==> config.mk <==
export PLATFORM = sky130hd
export DESIGN_NAME = fetch_ctrl
export DESIGN_NICKNAME = d
export VERILOG_FILES = /design/src/rtl/fetch_pkg.sv /design/src/rtl/fetch_ctrl.sv
export SDC_FILE = /design/constraint.sdc
export NUM_CORES = 1
export LEC_CHECK = 0
export ABC_AREA = 1
export CORE_MARGIN = 2
export CORE_UTILIZATION = 45
export CTS_CLUSTER_DIAMETER = 60
export DETAILED_ROUTE_END_ITERATION = 12
export HOLD_SLACK_MARGIN = 0.08
export MAX_ROUTING_LAYER = met4
export PLACE_DENSITY = 0.81
export SLEW_MARGIN = 20
export SYNTH_ARGS = -nofsm -noshare
export SYNTH_HDL_FRONTEND = slang
export SYNTH_SLANG_ARGS = --single-unit
==> constraint.sdc <==
create_clock -name clk -period 2.75 [get_ports clk]
set_input_delay 0.4125 -clock clk [delete_from_list [all_inputs] [get_ports clk]]
set_output_delay 0.4125 -clock clk [all_outputs]
set_load 0.02 [all_outputs]
==> src/rtl/fetch_pkg.sv <==
// Shared types and defaults for the instruction fetch controller.
// Imported by fetch_ctrl; holds the FSM state encoding and widths.
package fetch_pkg;

    localparam int unsigned ADDR_W = 32;
    localparam int unsigned INST_W = 32;

    localparam logic [ADDR_W-1:0] RESET_PC_DEF   = '0;
    localparam int unsigned       IMEM_WORDS_DEF = 128;

    typedef enum logic [1:0] {
        ST_BOOT  = 2'd0,
        ST_FETCH = 2'd1,
        ST_HALT  = 2'd2,
        ST_FAULT = 2'd3
    } fetch_state_e;

endpackage

==> src/rtl/fetch_ctrl.sv <==
// Instruction fetch controller: FSM plus imem address mux.
// Define FETCH_BOUND_CHECK_EN to trap fetches beyond IMEM_WORDS.
module fetch_ctrl
    import fetch_pkg::*;
#(
    parameter logic [ADDR_W-1:0] RESET_PC   = RESET_PC_DEF,
    parameter int unsigned       IMEM_WORDS = IMEM_WORDS_DEF
) (
    input  logic              clk,
    input  logic              reset,
    input  logic              redirect_valid,
    input  logic [ADDR_W-1:0] redirect_target,
    input  logic              halt_req,
    output logic [ADDR_W-1:0] imem_addr,
    input  logic [INST_W-1:0] imem_rdata,
    output logic [INST_W-1:0] inst_out,
    output logic [ADDR_W-1:0] inst_pc,
    output logic              inst_valid,
    input  logic              dec_ready,
    output logic              fault,
    output logic [1:0]        state
);

    localparam logic [ADDR_W-1:0] LP_LIMIT = ADDR_W'(IMEM_WORDS);

`ifdef FETCH_BOUND_CHECK_EN
    localparam bit LP_CHECK = 1'b1;
`else
    localparam bit LP_CHECK = 1'b0;
`endif

    fetch_state_e      r_state;
    logic [ADDR_W-1:0] r_req_pc;
    logic [ADDR_W-1:0] r_resp_pc;
    logic              r_resp_valid;

    fetch_state_e      w_next;
    logic [ADDR_W-1:0] w_addr;
    logic              w_inst_valid;
    logic              w_stall;
    logic              w_oob;

    assign w_inst_valid = r_resp_valid
                        && (r_state == ST_FETCH)
                        && !redirect_valid;

    assign w_stall = w_inst_valid && !dec_ready;

    // Address mux: a stalled word is re-read so rdata stays stable.
    always_comb begin
        w_addr = r_req_pc;
        unique case (r_state)
            ST_BOOT: begin
                w_addr = RESET_PC;
            end
            ST_FETCH: begin
                if (redirect_valid) begin
                    w_addr = redirect_target;
                end else if (w_stall) begin
                    w_addr = r_resp_pc;
                end else begin
                    w_addr = r_req_pc;
                end
            end
            ST_HALT: begin
                if (redirect_valid) begin
                    w_addr = redirect_target;
                end else begin
                    w_addr = r_resp_pc;
                end
            end
            ST_FAULT: begin
                w_addr = r_resp_pc;
            end
        endcase
    end

    // Constant-folds away entirely when the bound check is disabled.
    assign w_oob = LP_CHECK
                && (r_state == ST_FETCH)
                && (w_addr >= LP_LIMIT);

    always_comb begin
        w_next = r_state;
        unique case (r_state)
            ST_BOOT: begin
                w_next = ST_FETCH;
            end
            ST_FETCH: begin
                if (w_oob) begin
                    w_next = ST_FAULT;
                end else if (redirect_valid) begin
                    w_next = ST_FETCH;
                end else if (halt_req) begin
                    w_next = ST_HALT;
                end
            end
            ST_HALT: begin
                if (redirect_valid) begin
                    w_next = ST_FETCH;
                end
            end
            ST_FAULT: begin
                w_next = ST_FAULT;
            end
        endcase
    end

    always_ff @(posedge clk) begin
        if (reset) begin
            r_state      <= ST_BOOT;
            r_req_pc     <= RESET_PC;
            r_resp_pc    <= RESET_PC;
            r_resp_valid <= 1'b0;
        end else begin
            r_state      <= w_next;
            r_resp_pc    <= w_addr;
            r_req_pc     <= w_addr + ADDR_W'(1);
            r_resp_valid <= (w_next == ST_FETCH);
        end
    end

    assign imem_addr  = w_addr;
    assign inst_out   = imem_rdata;
    assign inst_pc    = r_resp_pc;
    assign inst_valid = w_inst_valid;
    assign state      = r_state;

`ifdef FETCH_BOUND_CHECK_EN
    assign fault = (r_state == ST_FAULT);
`else
    assign fault = 1'b0;
`endif

endmodule

Word-level counts from Yosys, hierarchy flattened
Index checks and enable logic that the tools add are counted.
- eq/ne operators: 4
- reductions and logical operators: 6
- mux-type cells: 8
- add/sub/neg operators: 1
- operators with widths (operator ; count):
    $pmux 32 s4 ; 1
    $mux 32 ; 3
    $add 32x1->32 const B ; 1
    $pmux 2 s4 ; 1
    $mux 2 ; 3
    $eq 2x1->1 const B ; 2
    $eq 2x2->1 const B ; 2
    $logic_and 1x1->1 ; 3
    $logic_not 1->1 ; 2
    $logic_not 2->1 ; 1
- output and inout bits: 100
- logic and storage cells: 23
- flip-flop bits (word level): 67

Longest topological paths before layout
Gate-level depths: netlist of the first run.
- depth after elaboration: 8
- gate-level depth with buffers: 19
- gate-level depth less buffers: 17

Worst setup path before layout of the first run
Ideal clock, no wire load.
- path type: flip-flop to flip-flop
- from: register r_state[1], in the netlist state[1]
- to: register r_req_pc[30]
- stages on the path, launching flop included: 19
- arrival: 2395 ps
- path slack: 239 ps
- setup time: 116 ps
- cells stage by stage: dfxtp_1 -> buf_6 -> inv_2 -> nand2_4 -> nor2_4 -> buf_6 -> nand3_1 -> nand3_1 -> nand2_1 -> nand2_1 -> nand2_2 -> ha_1 -> nand3_2 -> nor2_4 -> nand3_4 -> nor2_1 -> nand3_1 -> nand2_1 -> nor2_1
- word-level cells in the longest chain between the ends: 8
- elaborated cells between the ends (all ways): 11
- RTL lines (what ; line ; RTL):
    start: declaration ; fetch_ctrl.sv:32 ; fetch_state_e r_state;
    start signal: assignment ; fetch_ctrl.sv:116 ; r_state <= w_next;
    $eq 2x1->1 ; fetch_ctrl.sv:44, fetch_ctrl.sv:52 ;
    $logic_and 1x1->1 ; fetch_ctrl.sv:44 ; && (r_state == ST_FETCH)
    $logic_and 1x1->1 ; fetch_ctrl.sv:45 ; && !redirect_valid;
    $logic_and 1x1->1 ; fetch_ctrl.sv:47 ; assign w_stall = w_inst_valid && !dec_ready;
    $mux 32 ; fetch_ctrl.sv:59 ; end else if (w_stall) begin
    $mux 32 ; fetch_ctrl.sv:57 ; if (redirect_valid) begin
    $pmux 32 s4 (*) ; fetch_ctrl.sv:52 ; unique case (r_state)
    net imem_addr[0] ; fetch_ctrl.sv:14 ; output logic [ADDR_W-1:0] imem_addr,
    $add 32x1->32 (*) ; fetch_ctrl.sv:118 ; r_req_pc <= w_addr + ADDR_W'(1);
    end signal: assignment ; fetch_ctrl.sv:118 ;
    end: declaration ; fetch_ctrl.sv:33 ; logic [ADDR_W-1:0] r_req_pc;
The timed path passes the listed nets; every way through them passes the cells marked *.
A chain may end at the register's enable or synchronous reset.

Worst setup path in the final report of the first run
- from: register r_state[1], in the netlist state[1]
- to: output imem_addr[17]
- word-level cells in the longest chain between the ends: 7
- elaborated cells between the ends (all ways): 10
- RTL lines (what ; line):
    $eq 2x1->1 ; fetch_ctrl.sv:44, fetch_ctrl.sv:52
    $logic_and 1x1->1 ; fetch_ctrl.sv:44
    $logic_and 1x1->1 ; fetch_ctrl.sv:45
    $logic_and 1x1->1 ; fetch_ctrl.sv:47
    $mux 32 ; fetch_ctrl.sv:59
    $mux 32 ; fetch_ctrl.sv:57
    $pmux 32 s4 (*) ; fetch_ctrl.sv:52
    end: declaration ; fetch_ctrl.sv:14
Mark *: on every way between the ends. The rest lies on a longest branch, timed or not.

==> flow_metrics.env, run 1 <==
export IMPL_first_global_vias=4514
export IMPL_yosys_warnings=0
export IMPL_htreeDepth=3
export IMPL_power_internal_mw=1.64
export IMPL_cp_required_ps=2340
export IMPL_yosysTopAreaCellShare_pct=29.2
export IMPL_cts_tree="yes"
export IMPL_worst_path_largest_cell_delay_ps=620
export IMPL_r2r_end="r_req_pc[30]$_SDFF_PP0_"
export IMPL_grtUsageTotal_pct=25.6
export IMPL_cts_sinks=67
export IMPL_status="complete, no violations"
export IMPL_layout_nets=900
export IMPL_clk_pin_slew_worst_paths_ps=80
export IMPL_post_cts_setup_buffers=0
export IMPL_wl_um=13700
export IMPL_min_from="r_req_pc[2]$_SDFF_PP0_"
export IMPL_postRouteAntennaNets=0
export IMPL_synthesis_nets=794
export IMPL_setup_viol=0
export IMPL_start_util_pct=46.7
export IMPL_r2r_cells=17
export IMPL_grt_max_degree=37
export IMPL_pin_count=169
export IMPL_p_sw_share_pct=32.7
export IMPL_holdPathEnd="inst_pc[2]$_SDFF_PP0_"
export IMPL_portBuffers=103
export IMPL_finalMaxSlewViolations=0
export IMPL_final_common_cell="nand2_1"
export IMPL_placed_area_sq_mm=0.00578
export IMPL_synthTopCellsByArea="dfxtp_1 (29%), nand2_1 (11%), nand3_1 (11%)"
export IMPL_viasPerCell=5.02
export IMPL_num_rows=36
export IMPL_min_period_ps=2690
export IMPL_yosysTopAreaCell="dfxtp_1"
export IMPL_min_path_type="register to register"
export IMPL_finalInstanceArea_sq_mm=0.00599
export IMPL_place_hpwl_um=10100
export IMPL_clockBufferDepth=2
export IMPL_drtPass1Iterations=5
export IMPL_peakVddDrop_mv=0.234
export IMPL_finalClockSkew_ps=13.3
export IMPL_cts_buffers=9
export IMPL_syn_area_sq_mm=0.00459
export IMPL_num_antenna_cells=0
export IMPL_r2r_slack_ps=300
export IMPL_max_freq_ghz=0.372
export IMPL_combPwrFrac_pct=27.0
export IMPL_cp_data_arrival_time_ps=2280
export IMPL_worstSkewPairLatency_ps=350
export IMPL_p_seq_share_pct=42.7
export IMPL_syn_instance_count=724
export IMPL_crit_type="register to primary output"
export IMPL_final_cell_mix="nand2_1 (139), inv_1 (123), nand3_1 (98)"
export IMPL_fillers=964
export IMPL_powerDensity_mw_per_mm2=406
export IMPL_gp_congestion=0.963
export IMPL_core_sq_mm=0.00982
export IMPL_timing_final_crit_share_pct=97.8
export IMPL_cp_start_kind="register"
export IMPL_hold_buffers=0
export IMPL_drv_cap=0
export IMPL_ys_types=34
export IMPL_hold_ws_ps=562
export IMPL_endpoint_kind="primary output"
export IMPL_pwr_share_clk_pct=30.3
export IMPL_grt_pass1_wl_um=22000
export IMPL_drcViolationCount=0
export IMPL_die_w_um=105
export IMPL_drt_iter0_drc=314
export IMPL_dp_cells=952
export IMPL_antenna_found_initial=0
export IMPL_seq_area_frac_synth_pct=29.2
export IMPL_p_leak_nw=2.88
export IMPL_final_cells=967
export IMPL_cts_root_buffer="clkbuf_8"
export IMPL_die_area_sq_mm=0.0110
export IMPL_critPathSlowestCell="clkdlybuf4s50_1"
export IMPL_wire_per_inst_um=14.2
export IMPL_regToRegStartpoint="state[1]$_SDFF_PP0_"
export IMPL_min_path_cells=4
export IMPL_critPathMostFrequentCell="nand2_1"
export IMPL_die_h_um=105
export IMPL_hold_viol_final=0
export IMPL_crit_chain="buf_12 > nor2_8 > nand3_4 > buf_4 > nand2_1 > nand3_1 > nand2_1 > clkdlybuf4s50_1"
export IMPL_via_count=4853
export IMPL_layout_drive_gt1_share_pct=16.3
export IMPL_cp_max_fo=16
export IMPL_p_sw_mw=0.794
export IMPL_grt_overflow_total=0
export IMPL_area_growth_pct=30.6
export IMPL_syn_mean_instance_area_sq_um=6.33
export IMPL_synth_seq_cells=67
==> cells by family (layout without fill, tap and decap cells) <==
logic type	count (synthesis)	count (layout)	synth area share, %
other	1	1	0.0818
adder cells (fa/ha/maj)	1	1	0.273
AO/OA/AOI/OAI	85	85	10.3
flip-flops	67	67	29.2
buffers and inverters	194	304	20.4
AND/OR/NAND/NOR	376	376	39.7
==> Yosys cell counts, drive strengths merged <==
library cell / instances
o22ai: 1
inv: 136
o211ai: 3
dfxtp: 67
nand4: 5
a21oi: 30
ha: 1
o21a: 1
nand2: 165
nand3b: 1
a32oi: 4
nor3: 4
a31oi: 3
o21ai: 41
nor2: 94
a22oi: 1
clkbuf: 7
nand3: 107
a32o: 1
conb: 1
buf: 51
==> worst max path at each step <==
stage                                    from                       to  slack (ps)  cells past startpoint
after CTS                 state[1]$_SDFF_PP0_            imem_addr[16]           4                     10
after detailed placement            dec_ready             imem_addr[6]          60                     10
after global routing      state[1]$_SDFF_PP0_            imem_addr[15]         -50                     10
after floorplan           state[1]$_SDFF_PP0_  r_req_pc[30]$_SDFF_PP0_         240                     18
after global placement              dec_ready             imem_addr[6]          90                     10
final                     state[1]$_SDFF_PP0_            imem_addr[17]          60                      8
==> layer usage <==
layer  GRT usage (%)  vias to the layer above  wire (um)
li1                -                     2445          -
met1            33.3                     2180       6050
met2            41.2                      204       6360
met3            3.31                       24       1100
met4            8.10                        0        216
met5               -                        -          0
==> layout make-up <==
type	count	area [sq um]	share of cell area, %
inverters	136	510	8.53
repair buffers	153	1480	24.7
multi-input cells	463	2320	38.8
flip-flops and latches	67	1350	22.5
clock inverters	2	12.5	0.209
well taps	133	166	2.78
clock buffers	13	149	2.49
==> per-stage QoR <==
step	total power, mW	worst slack, ps	TNS [ps]	util [%]
2_1_floorplan	1.48	239	0	-
3_3_place_gp	1.71	89.0	0	58.8
3_5_place_dp	1.71	55.9	0	58.8
4_1_cts	2.42	4.05	0	60.5
5_1_grt	2.53	-49.7	-49.7	61.0
6_report	2.43	59.4	0	61.0
==> repair_timing <==
item,CTS,global route
setup endpoints to repair,28,18
gates resized for setup,9,16
endpoints found under the hold margin,0,0
==> state kept, by name, indices dropped and copies added, names as in the netlist <==
name,count
inst_pc,32
r_req_pc,32
r_resp_valid,1
state,2
==> power by group through the flow <==
stage	Combinational, mW	Clock, mW	Sequential (mW)
finish	0.657	0.736	1.04
global placement	0.647	0	1.06
floorplan	0.402	0	1.08
CTS	0.653	0.731	1.04
global route	0.709	0.779	1.04
detailed placement	0.652	0	1.06
==> worst max-delay path: cells and delay by family (launching register included) <==
family	cells	cell delay (ps)
buf+inv	3	990
simple gates	5	540
flops	1	400
No activity file was read; power rests on OpenSTA's default activity.
==> inputs of run 2 (changes only) <==
- CORE_MARGIN: 2 -> 3
- CTS_BUF_LIST: default -> sky130_fd_sc_hd__clkbuf_16
==> run 2 against run 1 <==
Against the previous run:
- critical path depth did not move
- cell area rose by 0.88%
- die area rose by 3.8%
- largest cell class unchanged
- critical path type unchanged
- first-iteration DRC count fell by 2.5%
==> flow_metrics.env, run 2 (synthesis results as in run 1) <==
export IMPL_setup_ws_ps=81.5
export IMPL_min_period_ps=2670
export IMPL_wire_per_inst_um=14.8
export IMPL_wl_um=14300
export IMPL_die_w_um=107
export IMPL_cts_sinks=67
export IMPL_finalClockSkew_ps=5.89
export IMPL_status="complete, no violations"
export IMPL_max_freq_ghz=0.375
export IMPL_drv_cap=0
export IMPL_dp_cells=950
export IMPL_clk_pin_slew_worst_paths_ps=60
export IMPL_final_common_cell="nand2_1"
export IMPL_post_cts_setup_buffers=0
export IMPL_cp_data_arrival_time_ps=2260
export IMPL_grt_setup_unrepaired="no"
export IMPL_max_slew_margin_pct=63.4
export IMPL_endpoint_kind="primary output"
export IMPL_hold_viol_final=0
export IMPL_cts_root_buffer="clkbuf_16"
export IMPL_final_cell_mix="nand2_1 (138), inv_1 (123), nand3_1 (98)"
export IMPL_gp_congestion=0.932
export IMPL_grt_max_degree=37
export IMPL_final_core_util_pct=61.5
export IMPL_pwr_share_clk_pct=37.7
export IMPL_pin_count=169
export IMPL_grtUsageTotal_pct=25.5
export IMPL_placed_area_sq_mm=0.00575
export IMPL_setup_viol=0
export IMPL_hold_buffers=0
export IMPL_cp_required_ps=2340
export IMPL_portBuffers=103
export IMPL_min_path_type="register to register"
export IMPL_drt_iter0_drc=306
export IMPL_htreeDepth=3
export IMPL_finalInstanceArea_sq_mm=0.00604
export IMPL_p_sw_mw=0.831
export IMPL_die_area_sq_mm=0.0114
export IMPL_area_growth_pct=31.7
export IMPL_power_internal_mw=1.87
export IMPL_worstSkewPairLatency_ps=330
export IMPL_combPwrFrac_pct=23.9
export IMPL_p_sw_share_pct=30.7
export IMPL_worst_path_largest_cell_delay_ps=610
export IMPL_peakVddDrop_mv=0.247
export IMPL_final_cells=966
export IMPL_cp_max_fo=17
export IMPL_hold_ws_ps=572
export IMPL_num_antenna_cells=0
export IMPL_finalMaxSlewViolations=0
export IMPL_p_leak_nw=2.86
export IMPL_tightestPinTransition_ps=548
export IMPL_drtPass1Iterations=5
export IMPL_p_seq_share_pct=38.4
export IMPL_fillers=923
export IMPL_viasPerCell=4.99
export IMPL_timing_final_crit_share_pct=97.0
export IMPL_powerDensity_mw_per_mm2=448
export IMPL_crit_type="register to primary output"
export IMPL_place_ws_ps=46.4
export IMPL_crit_chain="buf_4 > nor2_8 > nand3_4 > buf_12 > nand2_1 > nand3_2 > nand2_2 > clkdlybuf4s50_1"
export IMPL_critPathSlowestCell="clkdlybuf4s50_1"
export IMPL_antenna_found_initial=0
export IMPL_drcViolationCount=0
export IMPL_grt_pass1_wl_um=22600
export IMPL_layout_drive_gt1_share_pct=16.4
export IMPL_cts_buffers=9
export IMPL_grt_overflow_total=0
export IMPL_finalSetupTns_ps=0
export IMPL_cp_start_kind="register"
export IMPL_core_sq_mm=0.00982
export IMPL_die_h_um=107
export IMPL_clockBufferDepth=2
export IMPL_num_rows=36
export IMPL_via_count=4823
export IMPL_place_hpwl_um=10600
export IMPL_layout_nets=898
export IMPL_finalPower_mw=2.71
export IMPL_first_global_vias=4541
export IMPL_postRouteAntennaNets=0
export IMPL_ctsResizeCount=14
export IMPL_start_util_pct=46.7
export IMPL_cts_tree="yes"
## run 2: cell types whose count changed in the layout (fill, tap and decap cells not counted), sizes merged
cell	change
buf	-2
clkbuf	-4
clkdlybuf4s50	-2
clkinv	+5
dlygate4sd2	+7
dlymetal6s2s	-5
## run 2: cell type report
type	instances	area, sq um	share of cell area [%]
clock inverter	7	35.0	0.580
inverter	136	510	8.45
sequential	67	1350	22.3
tap	133	166	2.76
timing repair buffer	151	1430	23.7
clock buffer	9	225	3.73
multi-input combinational	463	2320	38.5
## run 2: per-layer routing
| metal | wire length (um) | up-vias | global-route usage, % |
|---|---|---|---|
| li1 | - | 2435 | - |
| met1 | 6230 | 2145 | 33.0 |
| met2 | 6710 | 215 | 40.9 |
| met3 | 1070 | 28 | 4.82 |
| met4 | 264 | 0 | 7.12 |
| met5 | 0 | - | - |
## run 2: worst max-delay path: cells and delay by family (launching register included)
kind | cells | cell delay, ps
buffers and inverters | 3 | 970
flip-flops | 1 | 390
AND/OR/NAND/NOR | 5 | 550
## run 2: path summary, 6_finish.rpt
| path | start | endpoint | slack (ps) | cells past startpoint |
|---|---|---|---|---|
| worst max-delay path | state[1]$_SDFF_PP0_ | imem_addr[5] | 80 | 8 |
| worst min-delay path | r_req_pc[3]$_SDFF_PP0_ | inst_pc[3]$_SDFF_PP0_ | 570 | 4 |
| worst max register to register | state[1]$_SDFF_PP0_ | r_req_pc[16]$_SDFF_PP0_ | 270 | 17 |
| worst min register to register | r_req_pc[3]$_SDFF_PP0_ | inst_pc[3]$_SDFF_PP0_ | 570 | 4 |
## run 2: power by group through the flow
stage                     combinational (mW)  clock (mW)  sequential (mW)
after floorplan                        0.402           0             1.08
after global placement                 0.643           0             1.06
after detailed placement               0.649           0             1.06
after CTS                              0.644        1.03             1.04
after global routing                   0.702        1.07             1.04
final                                  0.647        1.02             1.04
